$ cat src/rtl/dmem_apb_arbiter.sv
// Two-port (D = load/store unit, F = fetch unit) arbiter onto one APB data-memory master.
// D has fixed priority; a bounded D streak guarantees F forward progress.
module dmem_apb_arbiter #(
  parameter int unsigned ADDR_W       = 32,
  parameter int unsigned DAT_W        = 32,
  parameter int unsigned MAX_D_STREAK = 4
) (
  input  logic                clk,
  input  logic                rst,
  input  logic                d_req_valid,
  input  logic                d_req_write,
  input  logic [ADDR_W-1:0]   d_req_addr,
  input  logic [DAT_W-1:0]    d_req_wdata,
  input  logic [DAT_W/8-1:0]  d_req_strb,
  output logic                d_gnt,
  output logic                d_rsp_valid,
  output logic [DAT_W-1:0]    d_rsp_rdata,
  output logic                d_rsp_err,
  input  logic                f_req_valid,
  input  logic                f_req_write,
  input  logic [ADDR_W-1:0]   f_req_addr,
  input  logic [DAT_W-1:0]    f_req_wdata,
  input  logic [DAT_W/8-1:0]  f_req_strb,
  output logic                f_gnt,
  output logic                f_rsp_valid,
  output logic [DAT_W-1:0]    f_rsp_rdata,
  output logic                f_rsp_err,
  output logic                psel,
  output logic                penable,
  output logic                pwrite,
  output logic [ADDR_W-1:0]   paddr,
  output logic [DAT_W-1:0]    pwdata,
  output logic [DAT_W/8-1:0]  pstrb,
  input  logic                pready,
  input  logic [DAT_W-1:0]    prdata,
  input  logic                pslverr,
  output logic                busy
);

  localparam int unsigned StrbW   = DAT_W / 8;
  localparam int unsigned StreakW = $clog2(MAX_D_STREAK + 1);
  localparam logic [StreakW-1:0] StreakMax = StreakW'(MAX_D_STREAK);

  typedef enum logic [1:0] {StIdle, StSetup, StAccess} state_e;

  state_e               state_q, state_d;
  logic                 hold_write_q;
  logic [ADDR_W-1:0]    hold_addr_q;
  logic [DAT_W-1:0]     hold_wdata_q;
  logic [StrbW-1:0]     hold_strb_q;
  logic                 owner_q;  // 0 = D, 1 = F
  logic [StreakW-1:0]   streak_q, streak_d;
  logic [DAT_W-1:0]     d_rdata_q, f_rdata_q;
  logic                 d_err_q, f_err_q;

  logic done, arb, pick_f;

  always_comb begin
    state_d  = state_q;
    streak_d = streak_q;
    done     = (state_q == StAccess) && pready;
    // Gated by rst so no grant can escape while the block is held in reset.
    arb      = !rst && ((state_q == StIdle) || done);
    pick_f   = f_req_valid && (!d_req_valid || (streak_q == StreakMax));
    d_gnt    = arb && d_req_valid && !pick_f;
    f_gnt    = arb && pick_f;

    unique case (state_q)
      StIdle:   if (d_gnt || f_gnt) state_d = StSetup;
      StSetup:  state_d = StAccess;
      StAccess: if (pready) state_d = (d_gnt || f_gnt) ? StSetup : StIdle;
      default:  state_d = StIdle;
    endcase

    if (!f_req_valid || f_gnt) begin
      streak_d = '0;
    end else if (d_gnt && (streak_q != StreakMax)) begin
      streak_d = streak_q + 1'b1;
    end
  end

  always_comb begin
    psel        = (state_q != StIdle);
    penable     = (state_q == StAccess);
    busy        = (state_q != StIdle);
    pwrite      = hold_write_q;
    paddr       = hold_addr_q;
    pwdata      = hold_wdata_q;
    pstrb       = hold_strb_q;
    d_rsp_valid = done && !owner_q;
    f_rsp_valid = done && owner_q;
    d_rsp_rdata = d_rsp_valid ? prdata  : d_rdata_q;
    d_rsp_err   = d_rsp_valid ? pslverr : d_err_q;
    f_rsp_rdata = f_rsp_valid ? prdata  : f_rdata_q;
    f_rsp_err   = f_rsp_valid ? pslverr : f_err_q;
  end

  always_ff @(posedge clk or posedge rst) begin
    if (rst) begin
      state_q      <= StIdle;
      streak_q     <= '0;
      hold_write_q <= 1'b0;
      hold_addr_q  <= '0;
      hold_wdata_q <= '0;
      hold_strb_q  <= '0;
      owner_q      <= 1'b0;
      d_rdata_q    <= '0;
      d_err_q      <= 1'b0;
      f_rdata_q    <= '0;
      f_err_q      <= 1'b0;
    end else begin
      state_q  <= state_d;
      streak_q <= streak_d;
      if (d_gnt) begin
        hold_write_q <= d_req_write;
        hold_addr_q  <= d_req_addr;
        hold_wdata_q <= d_req_wdata;
        hold_strb_q  <= d_req_strb;
        owner_q      <= 1'b0;
      end else if (f_gnt) begin
        hold_write_q <= f_req_write;
        hold_addr_q  <= f_req_addr;
        hold_wdata_q <= f_req_wdata;
        hold_strb_q  <= f_req_strb;
        owner_q      <= 1'b1;
      end
      if (d_rsp_valid) begin
        d_rdata_q <= prdata;
        d_err_q   <= pslverr;
      end
      if (f_rsp_valid) begin
        f_rdata_q <= prdata;
        f_err_q   <= pslverr;
      end
    end
  end

endmodule

$ cat config.mk
export PLATFORM = sky130hd
export DESIGN_NAME = dmem_apb_arbiter
export DESIGN_NICKNAME = d
export VERILOG_FILES = /design/src/rtl/dmem_apb_arbiter.sv
export SDC_FILE = /design/constraint.sdc
export NUM_CORES = 1
export LEC_CHECK = 0
export ABC_CLOCK_PERIOD_IN_PS = 6000
export BUFFER_PORTS_ARGS = -buffer_cell sky130_fd_sc_hd__buf_2
export CORE_UTILIZATION = 30
export DETAILED_ROUTE_END_ITERATION = 10
export PLACE_DENSITY_LB_ADDON = 0.25
export SLEW_MARGIN = 0
export SYNTH_ARGS = -nofsm -noshare
export SYNTH_HDL_FRONTEND = slang
export SYNTH_SLANG_ARGS = --single-unit
$ cat constraint.sdc
create_clock -name clk -period 6 [get_ports clk]
set_input_delay 0.6 -clock clk [delete_from_list [all_inputs] [get_ports clk]]
set_output_delay 0.6 -clock clk [all_outputs]
set_load 0.05 [all_outputs]
* Yosys cells after proc, flatten, opt, wreduce, memory -nomap -nowiden
Index checks and enable logic that the tools add are counted.
Cells by class: $add $sub $neg 1, eq/ne operators 6, mux-type cells 20, reduce and logical (&&, ||, !) cells 23
Operators by type and width (number):
- $mux W32 | 6
- $logic_and A1 B1 Y1 | 9
- $mux W4 | 2
- $mux W1 | 7
- $mux W3 | 2
- $pmux W2 S3 | 1
- $reduce_bool A2 Y1 | 3
- $logic_not A1 Y1 | 5
- $logic_or A1 B1 Y1 | 4
- $mux W2 | 2
- $ne A2 B1 Y1 const B | 2
- $add A3 B1 Y3 const B | 1
- $eq A3 B3 Y1 const B | 1
- $ne A3 B3 Y1 const B | 1
- $eq A2 B1 Y1 const B | 1
- $eq A2 B2 Y1 const B | 1
- $logic_not A2 Y1 | 1
- $reduce_and A2 Y1 | 1
Word-level totals: register bits 141, bits of input ports 176, output and inout port bits 142, word-level logic and storage cells 61

* Longest topological paths before layout
word-level depth 10, depth in mapped cells 7

* Worst setup path before layout
No wires, ideal clock.
path type register to output, start point register state_q[0], end point output d_rsp_rdata[22], arrival 2.398 ns, required time 5.400 ns, slack 3.002 ns, cell stages (with the launch flop) 6, path buffers 2, cells stage by stage dfrtp_1 -> nor2b_1 -> and3_1 -> buf_2 -> buf_4 -> mux2_1
On the way: word-level cells in the longest chain between the ends 4
Ends and longest elaborated chain:
- start, declared | RTL line 46 | state_e state_q, state_d;
- start signal, assigned | RTL line 100 | state_q <= StIdle;
- start signal, assigned | RTL line 112 | state_q <= state_d;
- $eq A2 B2 Y1
- net penable | RTL line 29 | output logic penable,
- $logic_and A1 B1 Y1 | RTL line 61 | done = (state_q == StAccess) && pready;
- $logic_and A1 B1 Y1 | RTL line 90 | d_rsp_valid = done && !owner_q;
- net d_rsp_valid | RTL line 16 | output logic d_rsp_valid,
- $mux W32
- end, declared | RTL line 17 | output logic [DAT_W-1:0] d_rsp_rdata,
The timed path passes the listed nets, and every way through them passes these cells.

* Worst setup path in the final report
start point register state_q[0], end point output f_rsp_rdata[13]
On the way: word-level cells in the longest chain between the ends 4
Ends and longest elaborated chain:
- $eq A2 B2 Y1 | RTL line 61
- $logic_and A1 B1 Y1 | RTL line 61
- $logic_and A1 B1 Y1 | RTL line 91 | f_rsp_valid = done && owner_q;
- $mux W32
- end, declared | RTL line 26 | output logic [DAT_W-1:0] f_rsp_rdata,
Every way passes these cells.

==> impl_metrics.ini <==
[outcome]
status = completed

[power]
p_leak_nw = 4.95
p_per_area_mw_per_mm2 = 550
peakVddDrop_v = 0.000186

[final_layout]
syn2layout_area_growth_pct = 38.9
fin_nets = 1037
mostFrequentLayoutCells = buf_2, inv_1, dfrtp_1, a222oi_1, mux2_1
drive_gt1_frac = 0.422
seq_area_mm2 = 0.00353
n_antenna_cell = 0
multi_input_area_mm2 = 0.00167
nFillCells = 1986
layout_commonest_cell = buf_2

[setup_path]
critPathSlowestCell = nand3_2
cp.arrival_ns = 2.64
cp.depth = 4
cp-end-kind = primary output
crit_fanout = 34
critPathTopFamily = simple AND/OR/NAND/NOR gates
worstSetupPathType = register to primary output
crit_chain = nor2b_1, nand3_2, mux2_1, buf_2
start_kind = register
critical_path_buf_inv_count = 1
reg2reg_slack_ns = 3.65
cpPeakStageDelay_ns = 0.72
cp.required_ns = 5.40
reg2reg_depth = 4

[timing]
timing.hold.ws_ns = 0.326
skew_ns = 0.00914
fin_crit_ns = 3.24
rsz0062_at_grt = no
setup_tns_ns = 0
slew_headroom = 0.397
clock.fmax_ghz = 0.309
slew_violations = 0
worstMarginPinSlew_ns = 0.904
setup_violations = 0
finalCritPeriodShare = 0.540
hold_violations = 0

[yosys]
synth_top_cell_by_area = dfrtp_1
yosysTopAreaCellShare = 0.572
synth.distinct_cells = 30
syn_area_mm2 = 0.00617
seq_area_frac_synth = 0.572
synth-seq-cells = 141
yosys_warnings = 0
synth_area_per_cell_um2 = 11.3
syn-num-nets = 726
synthTopCellsByArea = dfrtp_1, inv_1, a222oi_1
postSynthCellCount = 548

[routing]
remaining_drc_errors = 0
via_per_inst = 4.45
drt_wl_total_um = 16600
detail-route-antenna-nets = 0
dr.pass1.iters = 7
vias = 5077
wl_per_cell_um = 14.6
drtIter0Drc = 408

[cts]
cts_tree = done
cts_buffers = 17
ctsHoldBuffers = 0
cts_setup_buffers = 0
cts.clk_slew.worst_paths_ns = 0.06
root_buffer = clkbuf_16
clock_latency_ns = 0.41
clk_path_buf_depth = 2
cts_resized = 0
cts-htree-levels = 4
cts_sinks = 141

[placed_design]
io_buffers = 317
hpwl_um = 11600
gp_congestion = 0.741

[global_route]
grt_util_all_layers = 0.161
antenna_found_initial = 0
grt_pass1_vias = 5100
grt_max_degree = 81
grt_pass1_wl_um = 26800
overflow = 0

[die]
die_w_um = 145
dieArea_mm2 = 0.0212
die_h_um = 145
io_pins = 318
coreArea_mm2 = 0.0202
initial_core_util = 0.305
core.rowCount = 52

[min_path]
hold_path.class = input pin to async pin

[job]
cap_violations = 0
per-stage QoR:
stage                     instance area [um^2]  setup slack (ns)   util  instances  power [mW]
after CTS                                 8580              2.67  0.424       1142        4.78
after global routing                      8580              2.50  0.424       1142        4.95
after global placement                    7960              3.06  0.394       1110        3.63
after detailed placement                  7960              3.06  0.394       1110        3.65
final                                     8580              2.76  0.424       1142        4.71
after floorplan                           6170              1.62      -        548        3.13
cells by family (layout without fill, tap and decap cells):
family	Yosys count	in the layout	synth area share
muxes	67	67	0.122
and+or+nand+nor	15	15	0.0178
buffers and inverters	244	568	0.161
DFF	141	141	0.572
adders and majority gates	2	2	0.00405
AOI/OAI and AO/OA	79	79	0.123
cell type report:
cell class	instances	area share
flip-flops and latches	141	0.411
multi-input cells	163	0.194
repair buffers	322	0.189
inverters	214	0.0942
clock buffers	18	0.0500
well taps	270	0.0394
clock inverters	14	0.0214
per-layer routing:
metal  part of all wire  track usage  routed length (um)
met1               0.42        0.198                7010
met2               0.48        0.261                7920
met3              0.093       0.0621                1540
met4             0.0097       0.0458                 162
met5                  0            0                   0
Yosys cell counts:
| cell | n |
|---|---|
| mux2_2 | 8 |
| a41oi_1 | 1 |
| clkbuf_1 | 10 |
| o21ai_0 | 3 |
| nand2b_1 | 1 |
| nor4b_4 | 1 |
| buf_2 | 9 |
| a21boi_1 | 1 |
| o211ai_1 | 1 |
| or2_4 | 1 |
| nor3b_1 | 1 |
| a21oi_1 | 1 |
| buf_4 | 4 |
| mux2i_1 | 1 |
| a222oi_1 | 69 |
| o211ai_2 | 1 |
| buf_6 | 7 |
| dfrtp_1 | 141 |
| and4_1 | 1 |
| nand2_1 | 1 |
| nor2_1 | 1 |
| nand4_1 | 2 |
| and3_1 | 1 |
| inv_1 | 214 |
| nand3_1 | 2 |
| a21boi_0 | 2 |
| or2_2 | 1 |
| ha_1 | 2 |
| mux2_1 | 58 |
| nor2b_1 | 2 |
sequential cells by signal (all words and copies together) (netlist names):
name	count
d_err_q	1
d_rdata_q	32
f_err_q	1
f_rdata_q	32
owner_q	1
paddr	32
pstrb	4
pwdata	32
pwrite	1
state_q	2
streak_q	3
report_power, final:
group          switching (mW)  leakage [nW]  total, mW  internal [mW]
clock network           0.435         0.291       1.10          0.665
logic                    1.71          3.04       2.22          0.510
registers               0.108          1.62       1.40           1.29
total                    2.25          4.95       4.71           2.46
worst paths after layout:
path,startpoint,endpoint
worst max-delay path,state_q[0],f_rsp_rdata[13]
worst min-delay path,rst,streak_q[1]
worst max register to register,state_q[0],pwdata[26]
worst min register to register,d_rdata_q[21],d_rdata_q[21]
max in group asynchronous,rst,paddr[3]
min in group clk,d_req_addr[26],paddr[26]
Note: power is estimated with default switching activity, not from simulation.
